[src/rtl/alu_exec_muldiv.sv]
// Execute-stage ALU with an iterative signed mult/div engine owning HI/LO.
// Define ALU_MULDIV_EN to build the engine; otherwise mult/div are inert and HI/LO read as zero.
module alu_exec_muldiv #(
  parameter int WIDTH = 32
) (
  input  logic             clk,
  input  logic             reset,
  input  logic             in_valid,
  input  logic [8:0]       alu_ctrl,
  input  logic [WIDTH-1:0] a,
  input  logic [WIDTH-1:0] b,
  input  logic             mfhi,
  input  logic             mflo,
  output logic [WIDTH-1:0] result,
  output logic             zero,
  output logic             stall,
  output logic             busy,
  output logic             done,
  output logic [WIDTH-1:0] hi,
  output logic [WIDTH-1:0] lo
);

  localparam logic [3:0] OP_AND  = 4'b0000;
  localparam logic [3:0] OP_OR   = 4'b0001;
  localparam logic [3:0] OP_ADD  = 4'b0010;
  localparam logic [3:0] OP_SLL  = 4'b0011;
  localparam logic [3:0] OP_SRL  = 4'b0100;
  localparam logic [3:0] OP_LUI  = 4'b0101;
  localparam logic [3:0] OP_SUB  = 4'b0110;
  localparam logic [3:0] OP_SLT  = 4'b0111;
  localparam logic [3:0] OP_MULT = 4'b1000;
  localparam logic [3:0] OP_DIV  = 4'b1001;

  logic [4:0]       shamt;
  logic [3:0]       op;
  logic             is_md;
  logic [WIDTH-1:0] lui_val;
  logic [WIDTH-1:0] alu_res;

  assign shamt   = alu_ctrl[8:4];
  assign op      = alu_ctrl[3:0];
  assign is_md   = (op == OP_MULT) || (op == OP_DIV);
  assign lui_val = WIDTH'(b[15:0]) << 16;

  always_comb begin
    alu_res = '0;
    case (op)
      OP_AND:  alu_res = a & b;
      OP_OR:   alu_res = a | b;
      OP_ADD:  alu_res = a + b;
      OP_SLL:  alu_res = b << shamt;
      OP_SRL:  alu_res = b >> shamt;
      OP_LUI:  alu_res = lui_val;
      OP_SUB:  alu_res = a - b;
      OP_SLT:  alu_res = ($signed(a) < $signed(b)) ? WIDTH'(1) : '0;
      default: alu_res = '0;
    endcase
  end

  // mfhi/mflo take priority over whatever op the decoder supplied
  always_comb begin
    result = alu_res;
    if (mfhi)
      result = hi;
    else if (mflo)
      result = lo;
  end

  assign zero = (result == '0);

`ifdef ALU_MULDIV_EN

  localparam logic [1:0] S_IDLE = 2'd0;
  localparam logic [1:0] S_CALC = 2'd1;
  localparam logic [1:0] S_FIX  = 2'd2;
  localparam int CW = (WIDTH > 1) ? $clog2(WIDTH) : 1;

  logic [1:0]         state;
  logic [CW-1:0]      cnt;
  logic               is_div;
  logic               neg_q;
  logic               neg_r;
  logic               div_zero;
  logic [WIDTH-1:0]   a_save;
  logic [WIDTH-1:0]   mcand;
  logic [WIDTH-1:0]   p_hi;
  logic [WIDTH-1:0]   p_lo;
  logic [WIDTH-1:0]   hi_q;
  logic [WIDTH-1:0]   lo_q;
  logic               done_q;

  logic               start;
  logic [WIDTH-1:0]   a_mag;
  logic [WIDTH-1:0]   b_mag;
  logic [WIDTH:0]     add_sum;
  logic [WIDTH:0]     shifted;
  logic [WIDTH:0]     diff;
  logic [2*WIDTH-1:0] prod;
  logic [2*WIDTH-1:0] prod_s;
  logic [WIDTH-1:0]   q_s;
  logic [WIDTH-1:0]   r_s;

  assign start = in_valid & is_md & (state == S_IDLE);
  assign a_mag = a[WIDTH-1] ? -a : a;
  assign b_mag = b[WIDTH-1] ? -b : b;

  // p_lo holds the multiplier (mult) or the dividend being shifted out (div);
  // p_hi is the partial product or the running remainder.
  assign add_sum = {1'b0, p_hi} + (p_lo[0] ? {1'b0, mcand} : '0);
  assign shifted = {p_hi, p_lo[WIDTH-1]};
  assign diff    = shifted - {1'b0, mcand};

  assign prod   = {p_hi, p_lo};
  assign prod_s = neg_q ? -prod : prod;
  assign q_s    = neg_q ? -p_lo : p_lo;
  assign r_s    = neg_r ? -p_hi : p_hi;

  always_ff @(posedge clk) begin
    if (reset) begin
      state    <= S_IDLE;
      cnt      <= '0;
      is_div   <= 1'b0;
      neg_q    <= 1'b0;
      neg_r    <= 1'b0;
      div_zero <= 1'b0;
      a_save   <= '0;
      mcand    <= '0;
      p_hi     <= '0;
      p_lo     <= '0;
      hi_q     <= '0;
      lo_q     <= '0;
      done_q   <= 1'b0;
    end else begin
      done_q <= 1'b0;
      case (state)
        S_IDLE: begin
          if (start) begin
            a_save   <= a;
            mcand    <= b_mag;
            p_hi     <= '0;
            p_lo     <= a_mag;
            cnt      <= '0;
            is_div   <= (op == OP_DIV);
            neg_q    <= a[WIDTH-1] ^ b[WIDTH-1];
            neg_r    <= a[WIDTH-1];
            div_zero <= (op == OP_DIV) && (b == '0);
            state    <= ((op == OP_DIV) && (b == '0)) ? S_FIX : S_CALC;
          end
        end
        S_CALC: begin
          if (is_div) begin
            if (!diff[WIDTH]) begin
              p_hi <= diff[WIDTH-1:0];
              p_lo <= {p_lo[WIDTH-2:0], 1'b1};
            end else begin
              p_hi <= shifted[WIDTH-1:0];
              p_lo <= {p_lo[WIDTH-2:0], 1'b0};
            end
          end else begin
            {p_hi, p_lo} <= {add_sum, p_lo[WIDTH-1:1]};
          end
          cnt <= cnt + 1'b1;
          if (cnt == CW'(WIDTH - 1))
            state <= S_FIX;
        end
        S_FIX: begin
          if (div_zero) begin
            hi_q <= a_save;
            lo_q <= '1;
          end else if (is_div) begin
            hi_q <= r_s;
            lo_q <= q_s;
          end else begin
            {hi_q, lo_q} <= prod_s;
          end
          done_q <= 1'b1;
          state  <= S_IDLE;
        end
        default: state <= S_IDLE;
      endcase
    end
  end

  assign busy  = (state != S_IDLE);
  assign stall = in_valid & (mfhi | mflo | is_md) & busy;
  assign done  = done_q;
  assign hi    = hi_q;
  assign lo    = lo_q;

`else

  logic unused_engine_inputs;
  assign unused_engine_inputs = &{1'b0, clk, reset, in_valid};

  assign busy  = 1'b0;
  assign stall = 1'b0;
  assign done  = 1'b0;
  assign hi    = '0;
  assign lo    = '0;

`endif

endmodule

[config.mk]
export PLATFORM = sky130hd
export DESIGN_NAME = alu_exec_muldiv
export DESIGN_NICKNAME = d
export VERILOG_FILES = /design/src/rtl/alu_exec_muldiv.sv
export SDC_FILE = /design/constraint.sdc
export NUM_CORES = 1
export LEC_CHECK = 0
export CAP_MARGIN = 20
export CORE_MARGIN = 5
export CORE_UTILIZATION = 50
export DETAILED_ROUTE_END_ITERATION = 8
export PLACE_DENSITY = 0.83
export SYNTH_ARGS = -nofsm -noshare
export SYNTH_HDL_FRONTEND = slang
export SYNTH_SLANG_ARGS = --single-unit
[constraint.sdc]
create_clock -name vclk -period 16.45
set_clock_uncertainty 0.2 [all_clocks]
set_input_delay 3.29 -clock vclk [all_inputs]
set_output_delay 3.29 -clock vclk [all_outputs]
set_load 0.1 [all_outputs]
==> impl_metrics.env <==
export IMPL_number_of_global_route_vias_before_repair=11537
export IMPL_cap_viol_max_count=0
export IMPL_final_hold_viol_count=0
export IMPL_crit_type="input pin to primary output"
export IMPL_ff_latch_area_sq_um=0
export IMPL_detail_route_wl_per_cell_um=29.1
export IMPL_finalSetupViolations=0
export IMPL_globalplace_congestion=1.11
export IMPL_initial_antenna_violation_count=2
export IMPL_drt_first_pass_iters=6
export IMPL_max_slew_margin_rel_pct=20.6
export IMPL_wire_length_of_the_first_global_routing_pass_um=75900
export IMPL_floorplan_die_width_um=155
export IMPL_grt_util_all_layers_pct=41.2
export IMPL_drv_slew=0
export IMPL_post_cts_setup_repair_buffer_count=0
export IMPL_grt_setup_unrepaired="no"
export IMPL_cts_hold_buffers=0
export IMPL_seq_cells=0
export IMPL_setup_tns_ns=0
export IMPL_area_of_the_multi_input_gates_sq_um=9270
export IMPL_core_sq_um=20800
export IMPL_detail_route_iter0_violations=1933
export IMPL_num_rows=53
export IMPL_worstMarginPinSlew_ns=1.17
export IMPL_initial_cell_density_of_the_core_pct=50.3
export IMPL_avgViaCountPerCell=7.18
export IMPL_comb_power_share_pct=100.0
export IMPL_crit_required_ns=12.96
export IMPL_syn_area_per_cell_sq_um=6.89
export IMPL_highest_clock_rate_mhz=72.3
export IMPL_placement_io_buffers=108
export IMPL_dp_hpwl_um=40700
export IMPL_cell_area_after_technology_mapping_sq_um=10500
export IMPL_path_cells="clkdlybuf4s50_1 -> inv_1 -> ha_1 -> or3_1 -> or4_1 -> o32ai_2 -> o21ai_0 -> nand2_1 -> mux2i_1 -> a41oi_1 -> or4_1 -> nor4_1 -> nand4bb_1 -> nor4_2 -> clkdlybuf4s50_1"
export IMPL_final_critical_path_setup_slack_ns=2.62
export IMPL_drive_above_1_share_pct=8.38
export IMPL_synth_seq_area_share_pct=0
export IMPL_synthesis_instances=1519
export IMPL_worst_path_dominant_cell_family="simple AND/OR/NAND/NOR gates"
export IMPL_worstPathArrival_ns=10.34
export IMPL_final_period_utilization_pct=84.0
export IMPL_detail_route_wirelength_um=52400
export IMPL_critical_path_slowest_cell="sky130_fd_sc_hd__clkdlybuf4s50_1"
export IMPL_die_height_um=155
export IMPL_path_max_fanout=13
export IMPL_antennaDiodeCount=0
export IMPL_clk_buffers=0
export IMPL_die_footprint_sq_um=23900
export IMPL_netlist_cell_type_count=85
export IMPL_final_fill_count=2097
export IMPL_finalCriticalPeriod_ns=13.83
export IMPL_total_leakage_power_nw=4.71
export IMPL_p_int_uw=138
export IMPL_post_cts_resized_instances=0
export IMPL_min_path_type="input pin to primary output"
export IMPL_worst_ir_drop_vdd_v=0.0000269
export IMPL_synth_warnings=0
export IMPL_cpPeakStageDelay_ns=1.17
export IMPL_nets=1709
export IMPL_preCtsSetupSlack_ns=2.88
export IMPL_run_status="finished, final reports clean"
export IMPL_remaining_drc_errors=0
export IMPL_largest_net_degree_at_the_start_of_global_routing=58
export IMPL_power_density_cell_area_nw_per_um2=41.4
export IMPL_power_switching_fraction_pct=70.6
export IMPL_switchingPower_uw=331
export IMPL_floorplan_io_pins=178
export IMPL_timing_critical_path_to_type="primary output"
export IMPL_vias=12951
export IMPL_power_frac_clock_pct=0
export IMPL_flow_area_growth_from_synthesis_pct=8.09
export IMPL_gr_total_overflow=0
export IMPL_setup_worst_path_start_class="input pin"
export IMPL_power_sequential_fraction_pct=0
export IMPL_antenna_left=0
export IMPL_cp_num_buf_inv=3
-- layer usage --
| layer | global-route usage [%] | routed length, um | vias up |
|---|---|---|---|
| li1 | - | - | 5561 |
| met1 | 59.0 | 20300 | 6127 |
| met2 | 61.7 | 22100 | 1086 |
| met3 | 7.61 | 7430 | 173 |
| met4 | 14.9 | 2610 | 4 |
| met5 | 0 | 23 | - |
-- synthesized netlist by cell type, types with 16 or more instances --
cell type,n,area share (%)
sky130_fd_sc_hd__nor2_1,139,5.0
sky130_fd_sc_hd__nand2_1,119,4.3
sky130_fd_sc_hd__a21oi_1,114,5.5
sky130_fd_sc_hd__inv_1,108,3.9
sky130_fd_sc_hd__ha_1,99,12
sky130_fd_sc_hd__o21ai_0,83,4.0
sky130_fd_sc_hd__clkbuf_1,78,2.8
sky130_fd_sc_hd__buf_4,77,5.5
sky130_fd_sc_hd__mux2i_1,73,7.0
sky130_fd_sc_hd__mux4_2,40,8.6
sky130_fd_sc_hd__nor3_1,37,1.8
sky130_fd_sc_hd__o22ai_1,30,1.8
sky130_fd_sc_hd__a211oi_1,29,2.1
sky130_fd_sc_hd__buf_2,26,1.2
sky130_fd_sc_hd__mux2_2,26,2.8
sky130_fd_sc_hd__nand3_1,26,1.2
sky130_fd_sc_hd__a22oi_1,25,1.8
sky130_fd_sc_hd__nor4_1,20,1.2
sky130_fd_sc_hd__o211ai_1,20,1.4
sky130_fd_sc_hd__nor2b_1,19,1.1
sky130_fd_sc_hd__a31oi_1,16,0.96
sky130_fd_sc_hd__nand4_1,16,0.96
-- power groups by stage --
stage	Clock [mW]	Combinational [mW]	Sequential [mW]
after floorplan	0	0.335	0
after global placement	0	0.447	0
after detailed placement	0	0.449	0
after CTS	0	0.451	0
after global routing	0	0.488	0
final	0	0.469	0
-- through the flow --
stage	instances	area, sq um	util (%)	hold WS [ns]	total power, mW
global placement	1803	11300	54.3	8.16	0.447
detailed placement	1803	11300	54.3	8.16	0.449
global route	1803	11300	54.3	8.23	0.488
floorplan	1585	10700	-	6.83	0.335
finish	1803	11300	54.3	8.20	0.469
CTS	1803	11300	54.3	8.16	0.451
-- final timing paths --
path | start | end | slack, ns | depth (start not counted)
hold / removal | alu_ctrl[6] | result[5] | 8.20 | 4
setup / recovery | b[8] | zero | 2.62 | 15
-- cell type report --
cell class | instances | share of cell area, %
inverters | 109 | 3.62
well taps | 275 | 3.04
repair buffers | 137 | 11.4
multi-input cells | 1282 | 82.0
-- tightest hold or removal path, cell delays in order --
cell	delay, ns
sky130_fd_sc_hd__buf_4	0.43
sky130_fd_sc_hd__o311a_1	0.31
sky130_fd_sc_hd__nor2_1	0.08
sky130_fd_sc_hd__clkdlybuf4s50_1	0.97
-- cells by family after synthesis --
logic type,count (synthesis),synth area share [%]
AOI/OAI and AO/OA,494,32.2
and+or+nand+nor,466,21.8
buffers and inverters,303,14.1
muxes,139,18.4
adders and majority gates,101,12.2
xor gates and xnor gates,15,1.26
other,1,0.0358
-- placed cells by master (no fill, tap or decap), types with 11 or more instances in the layout --
cell type and count:
sky130_fd_sc_hd__nand4_1 16, sky130_fd_sc_hd__o211ai_1 20, sky130_fd_sc_hd__o22ai_1 30, sky130_fd_sc_hd__nand3_1 26, sky130_fd_sc_hd__a22oi_1 25, sky130_fd_sc_hd__a221oi_1 13
sky130_fd_sc_hd__nor4_1 19, sky130_fd_sc_hd__buf_4 32, sky130_fd_sc_hd__nor2b_1 19, sky130_fd_sc_hd__mux4_2 40, sky130_fd_sc_hd__conb_1 67, sky130_fd_sc_hd__clkdlybuf4s50_1 104
sky130_fd_sc_hd__o21ai_0 83, sky130_fd_sc_hd__mux2_2 26, sky130_fd_sc_hd__nand2_1 119, sky130_fd_sc_hd__and2_1 15, sky130_fd_sc_hd__or4_1 14, sky130_fd_sc_hd__ha_1 99
sky130_fd_sc_hd__nor2_1 139, sky130_fd_sc_hd__nor3_1 36, sky130_fd_sc_hd__nand2b_1 13, sky130_fd_sc_hd__mux2i_1 73, sky130_fd_sc_hd__or3_1 11, sky130_fd_sc_hd__o31ai_1 12
sky130_fd_sc_hd__a21oi_1 114, sky130_fd_sc_hd__a211oi_1 29, sky130_fd_sc_hd__inv_1 108, sky130_fd_sc_hd__a21o_1 15, sky130_fd_sc_hd__a31oi_1 16
No activity file was read; power rests on OpenSTA's default activity.
